## config.mk

```make
export PLATFORM = sky130hd
export DESIGN_NAME = seven_segment_reader
export DESIGN_NICKNAME = d
export VERILOG_FILES = /design/src/rtl/seven_segment_reader.sv
export SDC_FILE = /design/constraint.sdc
export NUM_CORES = 1
export LEC_CHECK = 0
export BUFFER_PORTS_ARGS = -buffer_cell sky130_fd_sc_hd__buf_2
export CORE_MARGIN = 2
export CORE_UTILIZATION = 55
export CTS_CLUSTER_DIAMETER = 150
export DETAILED_ROUTE_END_ITERATION = 16
export GPL_TIMING_DRIVEN = 0
export HOLD_SLACK_MARGIN = 0.12
export PLACE_DENSITY = 0.79
export SKIP_LAST_GASP = 1
export SYNTH_ARGS = -nofsm -noshare
export SYNTH_HDL_FRONTEND = slang
export SYNTH_SLANG_ARGS = --single-unit
```

## constraint.sdc

```tcl
create_clock -name clk -period 3.4 [get_ports clk]
set_input_delay 0.17 -clock clk [delete_from_list [all_inputs] [get_ports clk]]
set_output_delay 0.17 -clock clk [all_outputs]
set_load 0.05 [all_outputs]
```

## src/rtl/seven_segment_reader.sv

```systemverilog
// Loop-back monitor for a multiplexed, active-low seven-segment display.
// Each digit is sampled once per scan visit and debounced across visits.
// Each newly committed code is offered on a single-entry valid/ready output
// register, and digits are served round-robin.
module seven_segment_reader #(
  parameter int DIGITS        = 4,
  parameter int SETTLE_CYCLES = 2,
  parameter int STABLE_COUNT  = 3,
  localparam int IDX_W        = $clog2(DIGITS)
) (
  input  logic              clk,
  input  logic              reset,
  input  logic [6:0]        sevenSegmentActiveLow,
  input  logic [DIGITS-1:0] anodeActiveLow,
  output logic              outValid,
  input  logic              outReady,
  output logic [IDX_W-1:0]  outDigitIndex,
  output logic [4:0]        outCode
);

  localparam logic [4:0] CODE_P     = 5'h11;
  localparam logic [4:0] CODE_BLANK = 5'h12;
  localparam logic [4:0] CODE_BAD   = 5'h1F;

  // Active-low gfedcba pattern to digit code.
  function automatic logic [4:0] decode(input logic [6:0] seg);
    logic [4:0] code;
    case (seg)
      7'b1000000: code = 5'h00;
      7'b1111001: code = 5'h01;
      7'b0100100: code = 5'h02;
      7'b0110000: code = 5'h03;
      7'b0011001: code = 5'h04;
      7'b0010010: code = 5'h05;
      7'b0000010: code = 5'h06;
      7'b1111000: code = 5'h07;
      7'b0000000: code = 5'h08;
      7'b0010000: code = 5'h09;
      7'b0001000: code = 5'h0A;
      7'b0000011: code = 5'h0B;
      7'b1000110: code = 5'h0C;
      7'b0100001: code = 5'h0D;
      7'b0000110: code = 5'h0E;
      7'b0001110: code = 5'h0F;
      7'b0001100: code = CODE_P;
      7'b1111111: code = CODE_BLANK;
      default:    code = CODE_BAD;
    endcase
    return code;
  endfunction

  logic [DIGITS-1:0] sel_low;
  logic              anode_valid;
  logic [DIGITS-1:0] prev_anode;
  logic [3:0]        settle_cnt;
  logic              sample_fire;
  logic [IDX_W-1:0]  sample_idx;
  logic [4:0]        sample_code;

  logic [4:0]        cand      [DIGITS];
  logic [3:0]        match_cnt [DIGITS];
  logic [4:0]        committed [DIGITS];
  logic [DIGITS-1:0] pending;
  logic [DIGITS-1:0] pending_next;
  logic [3:0]        next_cnt;
  logic              commit_fire;

  logic [IDX_W-1:0]  rr_ptr;
  logic [IDX_W-1:0]  pick_idx;
  logic              pick_found;
  logic              out_load;
  logic              out_take;

  assign sel_low     = ~anodeActiveLow;
  assign anode_valid = $onehot(sel_low);
  assign sample_code = decode(sevenSegmentActiveLow);

  // The settle counter is loaded on the first edge of a visit and counts down
  // on each edge that sees the same pattern. The single sample falls on its
  // terminal count, and the counter then idles at zero until the pattern changes.
  assign sample_fire = anode_valid && (anodeActiveLow == prev_anode) && (settle_cnt == 4'd1);

  // Encode the selected digit position from the one-hot-low anode bus.
  always_comb begin
    sample_idx = '0;
    for (int i = 0; i < DIGITS; i++) begin
      if (sel_low[IDX_W'(i)]) sample_idx = IDX_W'(i);
    end
  end

  // Track visits: remember last anode pattern and run the settle timer.
  always_ff @(posedge clk) begin
    if (reset) begin
      prev_anode <= '1;
      settle_cnt <= '0;
    end else begin
      prev_anode <= anodeActiveLow;
      if (!anode_valid)
        settle_cnt <= '0;
      else if (anodeActiveLow != prev_anode)
        settle_cnt <= 4'(SETTLE_CYCLES);
      else if (settle_cnt != 4'd0)
        settle_cnt <= settle_cnt - 4'd1;
    end
  end

  // Debounce arithmetic for the digit being sampled this edge.
  always_comb begin
    if (sample_code == cand[sample_idx]) begin
      if (match_cnt[sample_idx] >= 4'(STABLE_COUNT))
        next_cnt = 4'(STABLE_COUNT);
      else
        next_cnt = match_cnt[sample_idx] + 4'd1;
    end else begin
      next_cnt = 4'd1;
    end
    commit_fire = sample_fire && (next_cnt == 4'(STABLE_COUNT)) &&
                  (sample_code != committed[sample_idx]);
  end

  // Per-digit candidate, match count and committed code.
  always_ff @(posedge clk) begin
    if (reset) begin
      for (int i = 0; i < DIGITS; i++) begin
        cand[i]      <= CODE_BLANK;
        match_cnt[i] <= '0;
        committed[i] <= CODE_BLANK;
      end
    end else if (sample_fire) begin
      cand[sample_idx]      <= sample_code;
      match_cnt[sample_idx] <= next_cnt;
      if (commit_fire) committed[sample_idx] <= sample_code;
    end
  end

  // Round-robin search for the next pending digit after the last one served.
  always_comb begin : rr_select
    int pos;
    pos        = 0;
    pick_found = 1'b0;
    pick_idx   = '0;
    for (int k = 1; k <= DIGITS; k++) begin
      pos = int'(rr_ptr) + k;
      if (pos >= DIGITS) pos = pos - DIGITS;
      if (!pick_found && pending[IDX_W'(pos)]) begin
        pick_found = 1'b1;
        pick_idx   = IDX_W'(pos);
      end
    end
  end

  assign out_load = !outValid || outReady;
  assign out_take = out_load && pick_found;

  // A commit that lands on the same edge as the clear wins, so the newer value
  // is not lost. The output register picks that value up on a later load.
  always_comb begin
    pending_next = pending;
    if (out_take) pending_next[pick_idx] = 1'b0;
    if (commit_fire) pending_next[sample_idx] = 1'b1;
  end

  // Single-entry output register and pending flags.
  always_ff @(posedge clk) begin
    if (reset) begin
      outValid      <= 1'b0;
      outDigitIndex <= '0;
      outCode       <= '0;
      rr_ptr        <= IDX_W'(DIGITS - 1);
      pending       <= '0;
    end else begin
      pending <= pending_next;
      if (out_load) begin
        outValid <= pick_found;
        if (pick_found) begin
          outDigitIndex <= pick_idx;
          outCode       <= committed[pick_idx];
          rr_ptr        <= pick_idx;
        end
      end
    end
  end

endmodule

```

* Word level (Yosys, flattened, before mapping)
Memory sizes are Yosys's and may differ from the RTL's. A register that Yosys moved wholly into a read port is not among the register bits. Index checks and enable logic that the tools add are counted.
Word-level totals: output and inout port bits 8, input bits 14, word-level logic and storage cells 143, memories 3, bits in registers 17, bits in writable memories 56
Cells by class: muxes and demuxes 54, bitwise operators 5, reduce and logical (&&, ||, !) cells 24, equal/unequal tests 24, add/sub/neg operators 13, order comparisons 13
Memories:
- cand | depth 4, bits a word 5, read ports 1, clocked after memory_dff 0, write ports 4, line 60 | logic [4:0] cand [DIGITS];
- committed | depth 4, bits a word 5, read ports 2, clocked after memory_dff 1, write ports 4, line 62 | logic [4:0] committed [DIGITS];
- match_cnt | depth 4, bits a word 4, read ports 1, clocked after memory_dff 0, write ports 4, line 61 | logic [3:0] match_cnt [DIGITS];
Operator list (count):
- case mux 5 bit (18 select lines) | 1
- equality test 7 bit, second input constant | 5
- two-way mux 1 bit | 27
- two-way mux 2 bit | 13
- equality test 7 x 4 -> 1 bit, second input constant | 3
- equality test 7 x 5 -> 1 bit, second input constant | 3
- equality test 7 x 6 -> 1 bit, second input constant | 3
- two-way mux 4 bit | 5
- < comparator 2 x 4 -> 1 bit, second input constant | 4
- equality test 7 x 2 -> 1 bit, second input constant | 2
- logical AND 1 bit | 10
- two-way mux 5 bit | 2
- OR reduction 5 bit | 2
- >= comparator 3 bit, second input constant | 3
- binary-select mux 1 bit (select 2 bit) | 4
- NOT 4 bit | 2
- subtractor 2 x 1 -> 2 bit, second input constant | 4
- equality test 7 x 3 -> 1 bit, second input constant | 1
- zero test 7 bit | 1
- adder 2 x 2 -> 3 bit, second input constant | 2
- < comparator 2 x 3 -> 1 bit, second input constant | 2
- equality test 5 bit | 1
- inequality test 5 bit | 1
- adder 1 x 1 -> 2 bit | 2
- other kinds (25) | 30

* Depth between registers and ports, before layout
Gate-level depths: netlist of the first run.
word-level depth 25, mapped depth 11, mapped depth without buffers 11

* Worst setup path after synthesis of the first run
No wires, ideal clock.
kind in2reg, start input anodeActiveLow[0], end memory committed[0][0], enable pin, data arrival time 3052 ps, library setup time 346 ps, path slack 2 ps, required time 3054 ps, stages on the path 10, buffers on the path 0, path through fa_1 -> inv_1 -> ha_1 -> ha_1 -> or4b_2 -> nor2b_1 -> nand3_1 -> a21oi_1 -> o311ai_4 -> o21ai_1
RTL lines:
- start, declared | line 14 | input logic [DIGITS-1:0] anodeActiveLow,
- end, declared | line 62

==> results of run 1 <==
==> power groups by stage <==
stage / Sequential (mW) / Combinational, mW / Clock (mW)
5_1_grt: 0.805 / 0.205 / 0.711
2_1_floorplan: 0.815 / 0.136 / 0
6_report: 0.804 / 0.187 / 0.678
4_1_cts: 0.804 / 0.183 / 0.688
3_5_place_dp: 0.820 / 0.178 / 0
3_3_place_gp: 0.818 / 0.172 / 0
==> cell usage after synthesis (2+ instances only) <==
master and n:
inv_1 10, a211oi_1 3, nand2b_1 7, o211ai_1 7, o311ai_4 2, nor3_1 14
a31oi_1 7, o311a_1 2, nor2_2 3, nor4_1 12, buf_6 7, clkbuf_1 6
o21ai_0 8, nor3_4 2, xor2_1 5, o41ai_1 2, nor4bb_1 2, nor2b_1 2
nand3_1 11, nor3_2 2, a21oi_1 16, edfxtp_1 38, and3_1 3, xnor2_1 3
conb_1 2, ha_1 3, buf_4 4, mux2_2 12, and3b_1 2, buf_1 2
mux2i_1 13, o21ai_1 4, buf_2 4, or2_2 2, o22ai_1 3, nor2_1 20
dfxtp_1 22, nand4b_1 3, o31a_1 2, and2_1 3, nand4_1 2, nor4b_1 2
a21oi_2 2, nand2_1 44
==> cell type report <==
class	instances	area, um2	share of cell area [%]
multi-input combinational	268	1924	46.47
sequential	60	1582	38.19
clock buffer	15	209.0	5.045
buffer	23	158.9	3.837
timing repair buffer	22	125.1	3.021
tap	77	96.34	2.326
inverter	10	37.54	0.9063
clock inverter	1	8.758	0.2115
==> sequential cells by signal, summed over array words and instances, names as in the netlist, 4 cells and up <==
name        flops
prev_anode      4
cand           10
match_cnt       8
pending         4
committed      20
settle_cnt      4
outCode         5
==> how the worst max path moves through the flow <==
stage	from	end	slack [ns]	cells past startpoint
5_1_grt	anodeActiveLow[2]	committed[1][4]	0.04	12
3_3_place_gp	anodeActiveLow[0]	committed[0][4]	-0.55	11
2_1_floorplan	anodeActiveLow[0]	committed[0][0]	0.002	10
4_1_cts	anodeActiveLow[2]	committed[1][4]	0.06	12
3_5_place_dp	anodeActiveLow[0]	committed[0][1]	-0.67	11
6_report	anodeActiveLow[2]	committed[1][4]	0.20	12
==> metrics by stage <==
step                area, um2  instances
floorplan                3659        361
global placement         3850        457
detailed placement       3850        457
CTS                      4116        476
global route             4141        476
finish                   4141        476
==> layer usage <==
metal / share of wire, % / vias up / GRT usage, %
met5: 0 / - / 0
met4: 2.6 / 0 / 11.11
met3: 4.2 / 18 / 5.350
met2: 50 / 69 / 38.07
met1: 43 / 1377 / 28.50
li1: - / 1399 / -
==> critical path, cell delays in order <==
cell	delay, ns
dlygate4sd3_1	0.53
buf_2	0.12
inv_1	0.05
ha_1	0.20
ha_1	0.27
or4b_2	0.70
nor2b_2	0.25
nand3_4	0.16
a21o_1	0.24
nor2_2	0.17
o31ai_4	0.14
o21ai_4	0.23
==> logic make-up (layout without fill, tap and decap cells) <==
logic type	count (synthesis)	in the layout
other cells	2	9
buf+inv	33	71
fa+ha+maj	4	4
mux	25	25
simple gates	149	149
compound gates	73	73
xor+xnor	8	8
flops	60	60
==> timing repair <==
action	CTS	global route
setup endpoints to repair	10	15
cloned	0	0
endpoints found under the hold margin	3	0
hold buffers	3	0
resized for setup	5	4
==> reports/qor.yml, run 1 <==
hold_path:
  hold_path_end: "prev_anode[0]"
  holdCritStartpoint: "reset"
  min_path_cells: 2
  hold_class: "in -> reg"
sta:
  tns_ns: 0
  hold_viol: 0
  fmax_mhz: 312.7
  setup_violations: 0
  worst_slack_ns: 0.2021
  slew_headroom_pct: 42.88
  worstMarginPinSlew_ns: 0.8517
  period_share_pct: 94.05
  rsz0062_at_grt: "no"
  whs_ns: 0.1311
  period_needed_ns: 3.198
  slew_viol_final: 0
  fin_worst_skew_ns: 0.009688
layout:
  final_core_util_pct: 64.85
  layout_commonest_cell: "nand2_1"
  drive_gt1_share_pct: 24.06
  nFillCells: 526
  layout_common_cells: "44 x nand2_1, 38 x edfxtp_1, 23 x buf_2"
  syn2layout_area_growth_pct: 14.02
  diodes: 0
  nets: 412
power:
  power_density_nw_per_um2: 403.1
  p_leak_nw: 1.479
  power.share.clock_pct: 40.6
  vdd_drop_max_uv: 399.2
  swShare_pct: 24.45
  power_frac_seq_pct: 48.2
  switchingPower_mw: 0.4082
  internal-power_mw: 1.261
  comb_power_share_pct: 11.2
  p_total_mw: 1.669
setup_path:
  r2r_end: "committed[1][4]"
  crit_type: "in -> reg"
  cp_data_required_time_ns: 3.43
  startpoint_type: "primary input"
  cp_max_fo: 7
  r2r_cells: 8
  cp.arrival_ns: 3.23
  r2r_setup_slack_ns: 1.00
  end_kind: "register"
  reg2reg_from: "prev_anode[3]"
detailed_routing:
  routed-via-count: 2863
  wl_um: 7905
  vias_per_cell: 6.015
  routedWlPerCell_um: 16.61
  drt_drc_violations_left: 0
  drt_iter0_drc: 191
  dr.pass1.iters: 4
  ant_nets: 0
clock_tree:
  clockBufferDepth: 2
  cts_made_buffers: 9
  ctsHtreeMaxLevel: 3
  cts.clk_slew.worst_paths_ns: 0.07
  clk_latency_ns: 0.34
  cts_tree: "yes"
  clock-sinks: 60
  post_cts_buffers: 0
  cts-root-buf: "clkbuf_8"
placement:
  hpwl_um: 5770
  gp_congestion: 0.9363
  dpl_worst_slack_ns: -0.6696
  numPortBuffers: 19
global_routing:
  overflow: 0
  grt_pass1_vias: 2803
  grt_pass1_wl_um: 13110
  grt_usage_pct: 23.07
  antenna_found_initial: 0
  grt_max_degree: 11
synth:
  synth-compound-area-share_pct: 16.84
  synth_fa_ha_area_share_pct: 1.585
  synth_ff_type: "edfxtp_1"
  seq_area_frac_synth_pct: 43.54
  synthSimpleGateAreaFrac_pct: 23.18
  avgSynthCellArea_um2: 10.26
  synth_mux_area_share_pct: 7.303
  async_reset_ff_share_pct: 0
  yosysUniqueCellTypes: 73
  synthTopCellsByArea: "edfxtp_1 31%, dfxtp_1 12%, nand2_1 4.5%"
  synth_top_family_by_area: "simple AND/OR/NAND/NOR gates"
  synth_area_um2: 3632
  yosysWarnings: 0
  synth_top_area_share_pct: 31.42
  yosysTopAreaCell: "edfxtp_1"
  ys_ff_latch: 60
  synth-edff-count: 38
  synthCells: 354
  synth-xor-area-share_pct: 1.929
job:
  drv_cap: 0
die:
  fp-row-count: 29
  core_area_um2: 6386
  dieArea_um2: 7270
  die_w_um: 85.27
  initial_utilization_pct: 56.88
  die_h_um: 85.27
  boundaryPins: 22
run_status:
  status: "finished clean"
(Power assumes the default switching activity.)
==> run 2: changes to the inputs <==
==> constraint.sdc (replaced) <==
create_clock -name clk -period 3.4 [get_ports clk]
set_input_delay 0.51 -clock clk [delete_from_list [all_inputs] [get_ports clk]]
set_output_delay 0.51 -clock clk [all_outputs]
set_load 0.05 [all_outputs]
==> reports/qor.yml, run 2 (same netlist as run 1, synthesis figures left out) <==
sta:
  period_share_pct: 97.03  # was 94.05%
  fin_worst_skew_ns: 0.01230  # was 0.009688 ns
  tns_ns: 0  # unchanged
  whs_ns: 0.3799  # was 0.1311 ns
  setup_violations: 0  # unchanged
  period_needed_ns: 3.299  # was 3.198 ns
  hold_viol: 0  # unchanged
  worstMarginPinSlew_ns: 0.8666  # was 0.8517 ns
  slew_viol_final: 0  # unchanged
  slew_headroom_pct: 41.88  # was 42.88%
  rsz0062_at_grt: "no"  # unchanged
  fmax_mhz: 303.1  # was 312.7 MHz
detailed_routing:
  vias_per_cell: 5.966  # was 6.015
  drt_iter0_drc: 191  # unchanged
  drt_drc_violations_left: 0  # unchanged
  routedWlPerCell_um: 16.34  # was 16.61 um
  wl_um: 7780  # was 7905 um
  routed-via-count: 2840  # was 2863
  dr.pass1.iters: 4  # unchanged
  ant_nets: 0  # unchanged
setup_path:
  slowest_delay_ns: 0.56  # was 0.70 ns
  r2r_cells: 7  # was 8
  crit_type: "in -> reg"  # unchanged
  startpoint_type: "primary input"  # unchanged
  r2r_setup_slack_ns: 0.99  # was 1.00 ns
  cp_data_required_time_ns: 3.42  # was 3.43 ns
  slowest_stage: "or4b_4"  # was or4b_2
  r2r_end: "committed[0][0]"  # was committed[1][4]
  cp.arrival_ns: 3.31  # was 3.23 ns
  cp_max_fo: 6  # was 7
  critical_path.startpoint: "anodeActiveLow[0]"  # was anodeActiveLow[2]
  cpMostUsedCell: "ha_1"  # unchanged
  path_cells: "buf_2 > fa_1 > inv_1 > ha_1 > ha_1 > or4b_4 > nor2b_4 > nand3_4 > a21oi_2 > o311ai_4 > o21ai_2"  # was dlygate4sd3_1 > buf_2 > inv_1 > ha_1 > ha_1 > or4b_2 > nor2b_2 > nand3_4 > a21o_1 > nor2_2 > o31ai_4 > o21ai_4
  critPathCapture: "committed[0][0]"  # was committed[1][4]
  path_delay_family: "adder cells"  # was simple AND/OR/NAND/NOR gates
  cp.buffers_inverters: 2  # was 3
  reg2reg_from: "prev_anode[3]"  # unchanged
  cp.depth: 11  # was 12
  end_kind: "register"  # unchanged
layout:
  layout_commonest_cell: "nand2_1"  # unchanged
  final_core_util_pct: 64.69  # was 64.85%
  syn2layout_area_growth_pct: 13.74  # was 14.02%
  reg_top3: "committed x20, cand x10, match_cnt x8"  # unchanged
  diodes: 0  # unchanged
  regMostFlops: "committed"  # unchanged
  layout_common_cells: "44 x nand2_1, 38 x edfxtp_1, 23 x buf_2"  # unchanged
  register_area_um2: 1582  # unchanged
  multi_input_area_um2: 1931  # was 1924 um2
  largest_register_ffs: 20  # unchanged
  nFillCells: 532  # was 526
  drive_gt1_share_pct: 24.81  # was 24.06%
  layout.cells.non_filler: 476  # unchanged
  nets: 412  # unchanged
global_routing:
  grt_usage_pct: 22.45  # was 23.07%
  grt_pass1_wl_um: 12850  # was 13110 um
  grt_pass1_vias: 2687  # was 2803
  grt_max_degree: 12  # was 11
  antenna_found_initial: 0  # unchanged
  overflow: 0  # unchanged
clock_tree:
  cts-root-buf: "clkbuf_8"  # unchanged
  cts_made_buffers: 9  # unchanged
  clockBufferDepth: 2  # unchanged
  clk_latency_ns: 0.35  # was 0.34 ns
  clock-sinks: 60  # unchanged
  cts.clk_slew.worst_paths_ns: 0.07  # about the same
  cts_tree: "yes"  # unchanged
  ctsHtreeMaxLevel: 3  # unchanged
die:
  boundaryPins: 22  # unchanged
  dieArea_um2: 7270  # unchanged
  fp-row-count: 29  # unchanged
  initial_utilization_pct: 56.88  # unchanged
  core_area_um2: 6386  # unchanged
  die_h_um: 85.27  # unchanged
  die_w_um: 85.27  # unchanged
power:
  vdd_drop_max_uv: 282.4  # was 399.2 uV
  p_total_mw: 1.645  # was 1.669 mW
  power_density_nw_per_um2: 398.1  # was 403.1 nW/um2
  p_leak_nw: 1.477  # was 1.479 nW
job:
  drv_cap: 0  # unchanged
placement:
  dp.cells: 457  # unchanged
  hpwl_um: 5647  # was 5770 um
  gp_congestion: 0.8714  # was 0.9363
  numPortBuffers: 19  # unchanged
run_status:
  status: "finished clean"  # unchanged
hold_path:
  hold_class: "in -> reg"  # unchanged
==> run 2: cell count changes in the layout (fill, tap and decap cells not counted), sizes merged <==
cell | before | now
clkbuf | 21 | 20
clkinv | 1 | 2
dlygate4sd3 | 3 | 0
buf | 36 | 39
==> run 2: worst min-delay path by stage <==
stage | endpoint | slack, ns | cells past startpoint | from
detailed placement | outCode[3] | 0.45 | 2 | outCode[3]
floorplan | settle_cnt[3] | 0.45 | 1 | settle_cnt[3]
CTS | prev_anode[2] | 0.38 | 3 | anodeActiveLow[2]
global placement | outCode[1] | 0.44 | 2 | outCode[1]
global route | prev_anode[2] | 0.40 | 3 | anodeActiveLow[2]
finish | prev_anode[2] | 0.38 | 3 | anodeActiveLow[2]
==> run 2: what timing repair did <==
action / in CTS / in global routing
hold buffers: 0 / 0
resized for setup: 3 / 1
setup endpoints to repair: 10 / 5
buffers inserted: 0 / 3
pin swaps: 0 / 1
==> run 2: stage by stage <==
stage	cell area, um2	setup WS (ns)
after floorplan	3684	0.01857
after global placement	3875	-0.3976
after detailed placement	3875	-0.4979
after CTS	4104	0.05797
after global routing	4131	0.01670
final	4131	0.1010
==> run 2: power breakdown <==
group / internal [mW] / switching (mW)
Combinational: 0.0700 / 0.115
Clock: 0.374 / 0.284
Sequential: 0.794 / 0.00883
Total: 1.24 / 0.407
==> run 2: layout make-up <==
class,instances,area share (%)
buffer,23,3.846
clock buffer,14,4.724
clock inverter,2,0.3331
inverter,10,0.9085
multi-input combinational,268,46.73
sequential,60,38.28
tap,77,2.332
timing repair buffer,22,2.847
==> run 2: metal layers <==
| layer | GRT usage [%] | routed length [um] | vias up |
|---|---|---|---|
| met3 | 6.226 | 396 | 7 |
| li1 | - | - | 1399 |
| met2 | 36.43 | 3818 | 69 |
| met1 | 29.42 | 3495 | 1365 |
| met4 | 6.638 | 69 | 0 |
| met5 | 0 | 0 | - |
==> run 2: worst register-to-register path: stages, from the launching register on <==
cell and delay [ns]:
dfxtp_1 0.31, xor2_1 0.15, nor4_1 0.40, nor2b_4 0.28, nand3_4 0.15, a21oi_2 0.27, o311ai_4 0.19, o21ai_2 0.32
